File: src/rtl/cache_pkg.sv
// rtl/cache_pkg.sv - shared cache operation codes, fill FSM states and block geometry
package cache_pkg;

   typedef logic [1:0] cacheop_t;

   localparam cacheop_t CACHEOP_READ    = 2'b00;
   localparam cacheop_t CACHEOP_FILL    = 2'b01;
   localparam cacheop_t CACHEOP_SET_TAG = 2'b10;

   localparam int BLOCK_OFFSET_BITS = 4;

   typedef enum logic [1:0] {
      IDLE  = 2'b00,
      FETCH = 2'b01,
      TAG   = 2'b10
   } fill_state_t;

endpackage

File: src/rtl/cache_fill_fsm_if.sv
// rtl/cache_fill_fsm_if.sv - pipeline, main-memory and cache-array signals of the fill controller
interface cache_fill_fsm_if
   import cache_pkg::*;
#(
   parameter int ADDR_W = 16
);

   logic              miss_detected;
   logic [ADDR_W-1:0] miss_address;
   logic [15:0]       memory_data;
   logic              memory_data_valid;
   logic              fsm_busy;
   logic              memory_en;
   logic [ADDR_W-1:0] memory_address;
   logic              cache_en;
   cacheop_t          cacheop;
   logic [ADDR_W-1:0] cache_address;
   logic [15:0]       cache_data;

   modport master (
      input  miss_detected, miss_address, memory_data, memory_data_valid,
      output fsm_busy, memory_en, memory_address, cache_en, cacheop, cache_address, cache_data
   );

   modport slave (
      output miss_detected, miss_address, memory_data, memory_data_valid,
      input  fsm_busy, memory_en, memory_address, cache_en, cacheop, cache_address, cache_data
   );

endinterface

File: src/rtl/fill_word_counter.sv
// rtl/fill_word_counter.sv - word counter for one block fill, saturating at BLOCK_WORDS
module fill_word_counter #(
   parameter  int BLOCK_WORDS = 8,
   localparam int CNT_W       = $clog2(BLOCK_WORDS) + 1
) (
   input  logic             clk,
   input  logic             rst,
   input  logic             clear,
   input  logic             en,
   output logic [CNT_W-1:0] count,
   output logic             done
);

   assign done = (count == CNT_W'(BLOCK_WORDS));

   always_ff @(posedge clk) begin
      if (rst || clear) begin
         count <= '0;
      end else if (en && !done) begin
         count <= count + CNT_W'(1);
      end
   end

endmodule

File: src/rtl/cache_fill_fsm.sv
// rtl/cache_fill_fsm.sv - miss handler: fetch one block from memory, fill the data array, then commit the tag
module cache_fill_fsm
   import cache_pkg::*;
#(
   parameter int BLOCK_WORDS = 8,
   parameter int ADDR_W      = 16
) (
   input  logic            clk,
   input  logic            rst,
   cache_fill_fsm_if.master bus
);

   localparam int WIDX  = $clog2(BLOCK_WORDS);
   localparam int CNT_W = WIDX + 1;
   localparam int BLK_W = ADDR_W - BLOCK_OFFSET_BITS;

   fill_state_t      state_q, state_d;
   logic [BLK_W-1:0] blk_q;
   logic [CNT_W-1:0] issue_cnt, recv_cnt;
   logic             issue_done, recv_done;
   logic             cnt_clear, issue_en, recv_fire;

   logic              busy, mem_en, c_en;
   logic [ADDR_W-1:0] mem_addr, c_addr;
   cacheop_t          op;
   logic [15:0]       c_data;

   logic [BLOCK_OFFSET_BITS-1:0] unused_offset;
   assign unused_offset = bus.miss_address[BLOCK_OFFSET_BITS-1:0];

   function automatic logic [ADDR_W-1:0] word_addr(input logic [BLK_W-1:0] b,
                                                    input logic [CNT_W-1:0] idx);
      return {b, idx[WIDX-1:0], 1'b0};
   endfunction

   assign cnt_clear = (state_q == IDLE) && bus.miss_detected;
   assign issue_en  = (state_q == FETCH) && !issue_done;
   // Returns beyond the eighth are dropped so recv_cnt can never wrap.
   assign recv_fire = (state_q == FETCH) && bus.memory_data_valid && !recv_done;

   fill_word_counter #(.BLOCK_WORDS(BLOCK_WORDS)) u_issue_cnt (
      .clk   (clk),
      .rst   (rst),
      .clear (cnt_clear),
      .en    (issue_en),
      .count (issue_cnt),
      .done  (issue_done)
   );

   fill_word_counter #(.BLOCK_WORDS(BLOCK_WORDS)) u_recv_cnt (
      .clk   (clk),
      .rst   (rst),
      .clear (cnt_clear),
      .en    (recv_fire),
      .count (recv_cnt),
      .done  (recv_done)
   );

   always_ff @(posedge clk) begin
      if (rst) begin
         state_q <= IDLE;
         blk_q   <= '0;
      end else begin
         state_q <= state_d;
         if (cnt_clear) begin
            blk_q <= bus.miss_address[ADDR_W-1:BLOCK_OFFSET_BITS];
         end
      end
   end

   always_comb begin
      state_d  = state_q;
      busy     = 1'b0;
      mem_en   = 1'b0;
      mem_addr = '0;
      c_en     = 1'b0;
      op       = CACHEOP_READ;
      c_addr   = '0;
      c_data   = '0;
      case (state_q)
         IDLE: begin
            // Stall in the miss cycle itself so the pipeline never advances past it.
            busy = bus.miss_detected;
            if (bus.miss_detected) begin
               state_d = FETCH;
            end
         end
         FETCH: begin
            busy   = 1'b1;
            c_en   = 1'b1;
            c_addr = word_addr(blk_q, recv_cnt);
            if (!issue_done) begin
               mem_en   = 1'b1;
               mem_addr = word_addr(blk_q, issue_cnt);
            end
            if (recv_fire) begin
               op     = CACHEOP_FILL;
               c_data = bus.memory_data;
               if (recv_cnt == CNT_W'(BLOCK_WORDS - 1)) begin
                  state_d = TAG;
               end
            end
         end
         TAG: begin
            // Tag, valid and LRU change only here, after every data word is in place.
            busy    = 1'b1;
            c_en    = 1'b1;
            op      = CACHEOP_SET_TAG;
            c_addr  = {blk_q, {BLOCK_OFFSET_BITS{1'b0}}};
            state_d = IDLE;
         end
         default: state_d = IDLE;
      endcase
   end

   assign bus.fsm_busy       = busy;
   assign bus.memory_en      = mem_en;
   assign bus.memory_address = mem_addr;
   assign bus.cache_en       = c_en;
   assign bus.cacheop        = op;
   assign bus.cache_address  = c_addr;
   assign bus.cache_data     = c_data;

endmodule

File: src/flat_wrapper.sv
// flat-port wrapper written by rule: the top's interface ports become plain ports
module cache_fill_fsm_flat import cache_pkg::*;
#(
   parameter int BLOCK_WORDS = 8,
   parameter int ADDR_W      = 16
)
  (clk, rst, bus_miss_detected, bus_miss_address, bus_memory_data, bus_memory_data_valid, bus_fsm_busy, bus_memory_en, bus_memory_address, bus_cache_en, bus_cacheop, bus_cache_address, bus_cache_data);
  cache_fill_fsm_if #(.ADDR_W(ADDR_W)) bus_i ();
  input  logic clk;
  input  logic rst;
  input wire logic [$bits(bus_i.miss_detected)-1:0] bus_miss_detected;
  input wire logic [$bits(bus_i.miss_address)-1:0] bus_miss_address;
  input wire logic [$bits(bus_i.memory_data)-1:0] bus_memory_data;
  input wire logic [$bits(bus_i.memory_data_valid)-1:0] bus_memory_data_valid;
  output wire logic [$bits(bus_i.fsm_busy)-1:0] bus_fsm_busy;
  output wire logic [$bits(bus_i.memory_en)-1:0] bus_memory_en;
  output wire logic [$bits(bus_i.memory_address)-1:0] bus_memory_address;
  output wire logic [$bits(bus_i.cache_en)-1:0] bus_cache_en;
  output wire logic [$bits(bus_i.cacheop)-1:0] bus_cacheop;
  output wire logic [$bits(bus_i.cache_address)-1:0] bus_cache_address;
  output wire logic [$bits(bus_i.cache_data)-1:0] bus_cache_data;
  assign bus_i.miss_detected = bus_miss_detected;
  assign bus_i.miss_address = bus_miss_address;
  assign bus_i.memory_data = bus_memory_data;
  assign bus_i.memory_data_valid = bus_memory_data_valid;
  assign bus_fsm_busy = bus_i.fsm_busy;
  assign bus_memory_en = bus_i.memory_en;
  assign bus_memory_address = bus_i.memory_address;
  assign bus_cache_en = bus_i.cache_en;
  assign bus_cacheop = bus_i.cacheop;
  assign bus_cache_address = bus_i.cache_address;
  assign bus_cache_data = bus_i.cache_data;
  cache_fill_fsm #(.BLOCK_WORDS(BLOCK_WORDS), .ADDR_W(ADDR_W)) u_core (.clk(clk), .rst(rst), .bus(bus_i));
endmodule
File: config.mk
export PLATFORM = sky130hd
export DESIGN_NAME = cache_fill_fsm_flat
export DESIGN_NICKNAME = d
export VERILOG_FILES = /design/src/rtl/cache_pkg.sv /design/src/rtl/cache_fill_fsm_if.sv /design/src/rtl/fill_word_counter.sv /design/src/rtl/cache_fill_fsm.sv /design/src/flat_wrapper.sv
export SDC_FILE = /design/constraint.sdc
export NUM_CORES = 1
export LEC_CHECK = 0
export CAP_MARGIN = 10
export CORE_MARGIN = 5
export CORE_UTILIZATION = 37
export DETAILED_ROUTE_END_ITERATION = 7
export MAX_ROUTING_LAYER = met4
export PLACE_DENSITY_LB_ADDON = 0.15
export SLEW_MARGIN = 5
export SYNTH_ARGS = -nofsm -noshare
export SYNTH_HDL_FRONTEND = slang
export SYNTH_HIERARCHICAL = 1
export SYNTH_SLANG_ARGS = --single-unit
File: constraint.sdc
create_clock -name clk -period 2.5 [get_ports clk]
set_input_delay 0.5 -clock clk [delete_from_list [all_inputs] [get_ports clk]]
set_output_delay 0.5 -clock clk [all_outputs]
set_load 0.02 [all_outputs]
==> results.cfg <==
[placed_design]
routabilityCongestion = 0.7954
hpwl_mm = 3.043
dp.cells = 318
io_buffer_count = 82

[final_layout]
antenna_cells = 0
drive_gt1_share_pct = 9.124
flow.area_growth_from_synthesis_pct = 67.08
final_cells = 322
fillers = 395
fin_nets = 321

[global_route]
antenna_found_initial = 0
first_global_vias = 1364
grt_overflow = 0
grt_max_degree = 22
grt_pass1_wl_mm = 6.168
track_usage_pct = 15.11

[setup_path]
worst-setup-path-type = register to output port
arrival_ps = 1880
crit_path_start = u_core/u_recv_cnt/count[0]$_SDFFE_PP0P_
crit_required_ps = 2000
worstSetupEndpointType = output port
crit_path_max_fanout = 11
worst_setup_path_start_kind = register
reg2reg_from = u_core/u_recv_cnt/count[0]$_SDFFE_PP0P_

[sta]
setup_viol_count_final = 0
hold_viol = 0
period_needed_ps = 2381
grt_setup_unrepaired = no
fin_worst_skew_ps = 1.094
finalMaxSlewViolations = 0
final.period_utilization_pct = 95.24
hold_ws_ps = 463.7
clock.fmax_ghz = 0.4200

[hold_path]
hp-class = register to register
min-delay-start = u_core/blk_q[5]$_SDFFE_PP0P_

[clocking]
clk-insertion-delay-late_ps = 260
htreeDepth = 1
cts_buffer_depth = 2
clk_pin_slew_ps = 80
cts_root_buf = clkbuf_8
cts_buffers = 3
cts_tree = done
clkSinkCount = 22

[floorplanning]
fp.dieH_um = 72.06
ios = 89
fp.coreArea_sq_um = 3689
initial_core_util_pct = 38.64
die_w_um = 72.06
rows = 22
die_area_sq_um = 5193

[synthesis]
synthTopCellsByArea = dfxtp_1, and2_1, ha_1, nand2_1, a21oi_1
ys_warn_count = 6
async_reset_ff_share_pct = 0
synth_edf_count = 0
yosysUniqueCellTypes = 30
syn_area_sq_um = 1425
synth-main-ff-cell = dfxtp_1
ys_seq_elements = 22
synth.most_common_cell = and2_1
yosys-top-cells-count = and2_1, nand2_1, dfxtp_1
synth_area_leader_cell = dfxtp_1
ys_seq_area_share_pct = 30.90
synth.avg_cell_area_sq_um = 7.788
netlist.area_leader.share_pct = 30.90
syn_inst = 183

[routing]
wirelength_mm = 3.818
num_vias = 1438
firstDrtPassIters = 4
antenna_left = 0
drc = 0
post_drt_wl_per_cell_um = 11.86
via_per_inst = 4.466
drt-initial-drc-count = 69

[run_status]
status = complete, no violations

[job]
cap_violations = 0

[power_and_ir_drop]
vdd_drop_max_mv = 0.3399
leakage_nw = 1.181
pwr_density_cell_nw_per_um2 = 553.0
[area by class of cell]
cell class / count / area (sq um) / share of cell area [%]
clock buffers: 3 / 41.29 / 1.734
clock inverters: 1 / 30.03 / 1.261
inverters: 12 / 45.04 / 1.892
multi-input cells: 141 / 885.9 / 37.20
flip-flops and latches: 22 / 440.4 / 18.50
well taps: 48 / 60.06 / 2.522
repair buffers: 95 / 878.3 / 36.89
[layout by cell type (no fill, tap or decap), types with 4 or more instances in the layout]
cell type / instances
nand3_1: 4
dlygate4sd2_1: 44
o21ai_0: 4
a21oi_1: 13
a21boi_0: 4
clkdlybuf4s50_1: 36
dfxtp_1: 22
buf_4: 12
nor2_1: 6
inv_1: 9
and2_1: 47
nand2_1: 29
ha_1: 10
[worst max-delay path, stage by stage, from the launching register on]
cell,delay (ps)
dfxtp_1,340
inv_1,60
ha_1,220
nand3b_4,90
inv_2,50
inv_1,60
and3_1,170
buf_4,170
and2_1,130
dlygate4sd2_1,340
[what timing repair did]
item                       CTS  global route
hold endpoints to repair     0             0
hold buffers                 0             0
setup endpoints to repair   45             2
resized for setup           47             2
buffers inserted             0             0
gates cloned                 0             0
[path summary, 6_finish.rpt]
path                                                   to  slack (ps)  cells after the start
hold reg to reg              u_core/blk_q[5]$_SDFFE_PP0P_         460                      2
hold / removal               u_core/blk_q[5]$_SDFFE_PP0P_         460                      2
setup reg to reg  u_core/u_recv_cnt/count[2]$_SDFFE_PP0P_         770                     10
setup / recovery                        bus_cache_data[9]         120                      9
[metrics by stage]
step	power (mW)	setup slack [ps]	util [%]	TNS, ps	cell area, sq um
after global placement	1.031	-45.44	63.84	-605.6	2355
final	1.317	119.1	64.55	0	2381
after global routing	1.404	6.084	64.55	0	2381
after CTS	1.338	35.02	64.45	0	2377
after floorplan	0.7504	514.6	-	0	1429
after detailed placement	1.037	-54.58	63.84	-643.0	2355
[flip-flops by register name, summed over array words and instances (netlist names)]
name / count
u_core/u_issue_cnt/count: 4
u_core/state_q: 2
u_core/u_recv_cnt/count: 4
u_core/blk_q: 12
[logic make-up (layout without fill, tap and decap cells)]
kind of cell	count (synthesis)	count (layout)	synth area share, %
other	1	2	0.2631
AND/OR/NAND/NOR	101	101	39.77
AO/OA/AOI/OAI	25	25	10.62
adder cells (fa/ha/maj)	10	10	8.780
buffers and inverters	21	111	7.726
XOR/XNOR	2	2	1.229
multiplexers	1	1	0.7024
flip-flops	22	22	30.90
[power breakdown]
part	internal [mW]	switching, mW
Sequential	0.384	0.0218
Combinational	0.266	0.313
Clock	0.214	0.118
[per-layer routing]
layer	track usage, %	share of wire, %
met1	18.65	44
met2	25.08	50
met3	3.601	5.6
met4	3.132	0.42
met5	-	0
(Power assumes the default switching activity.)
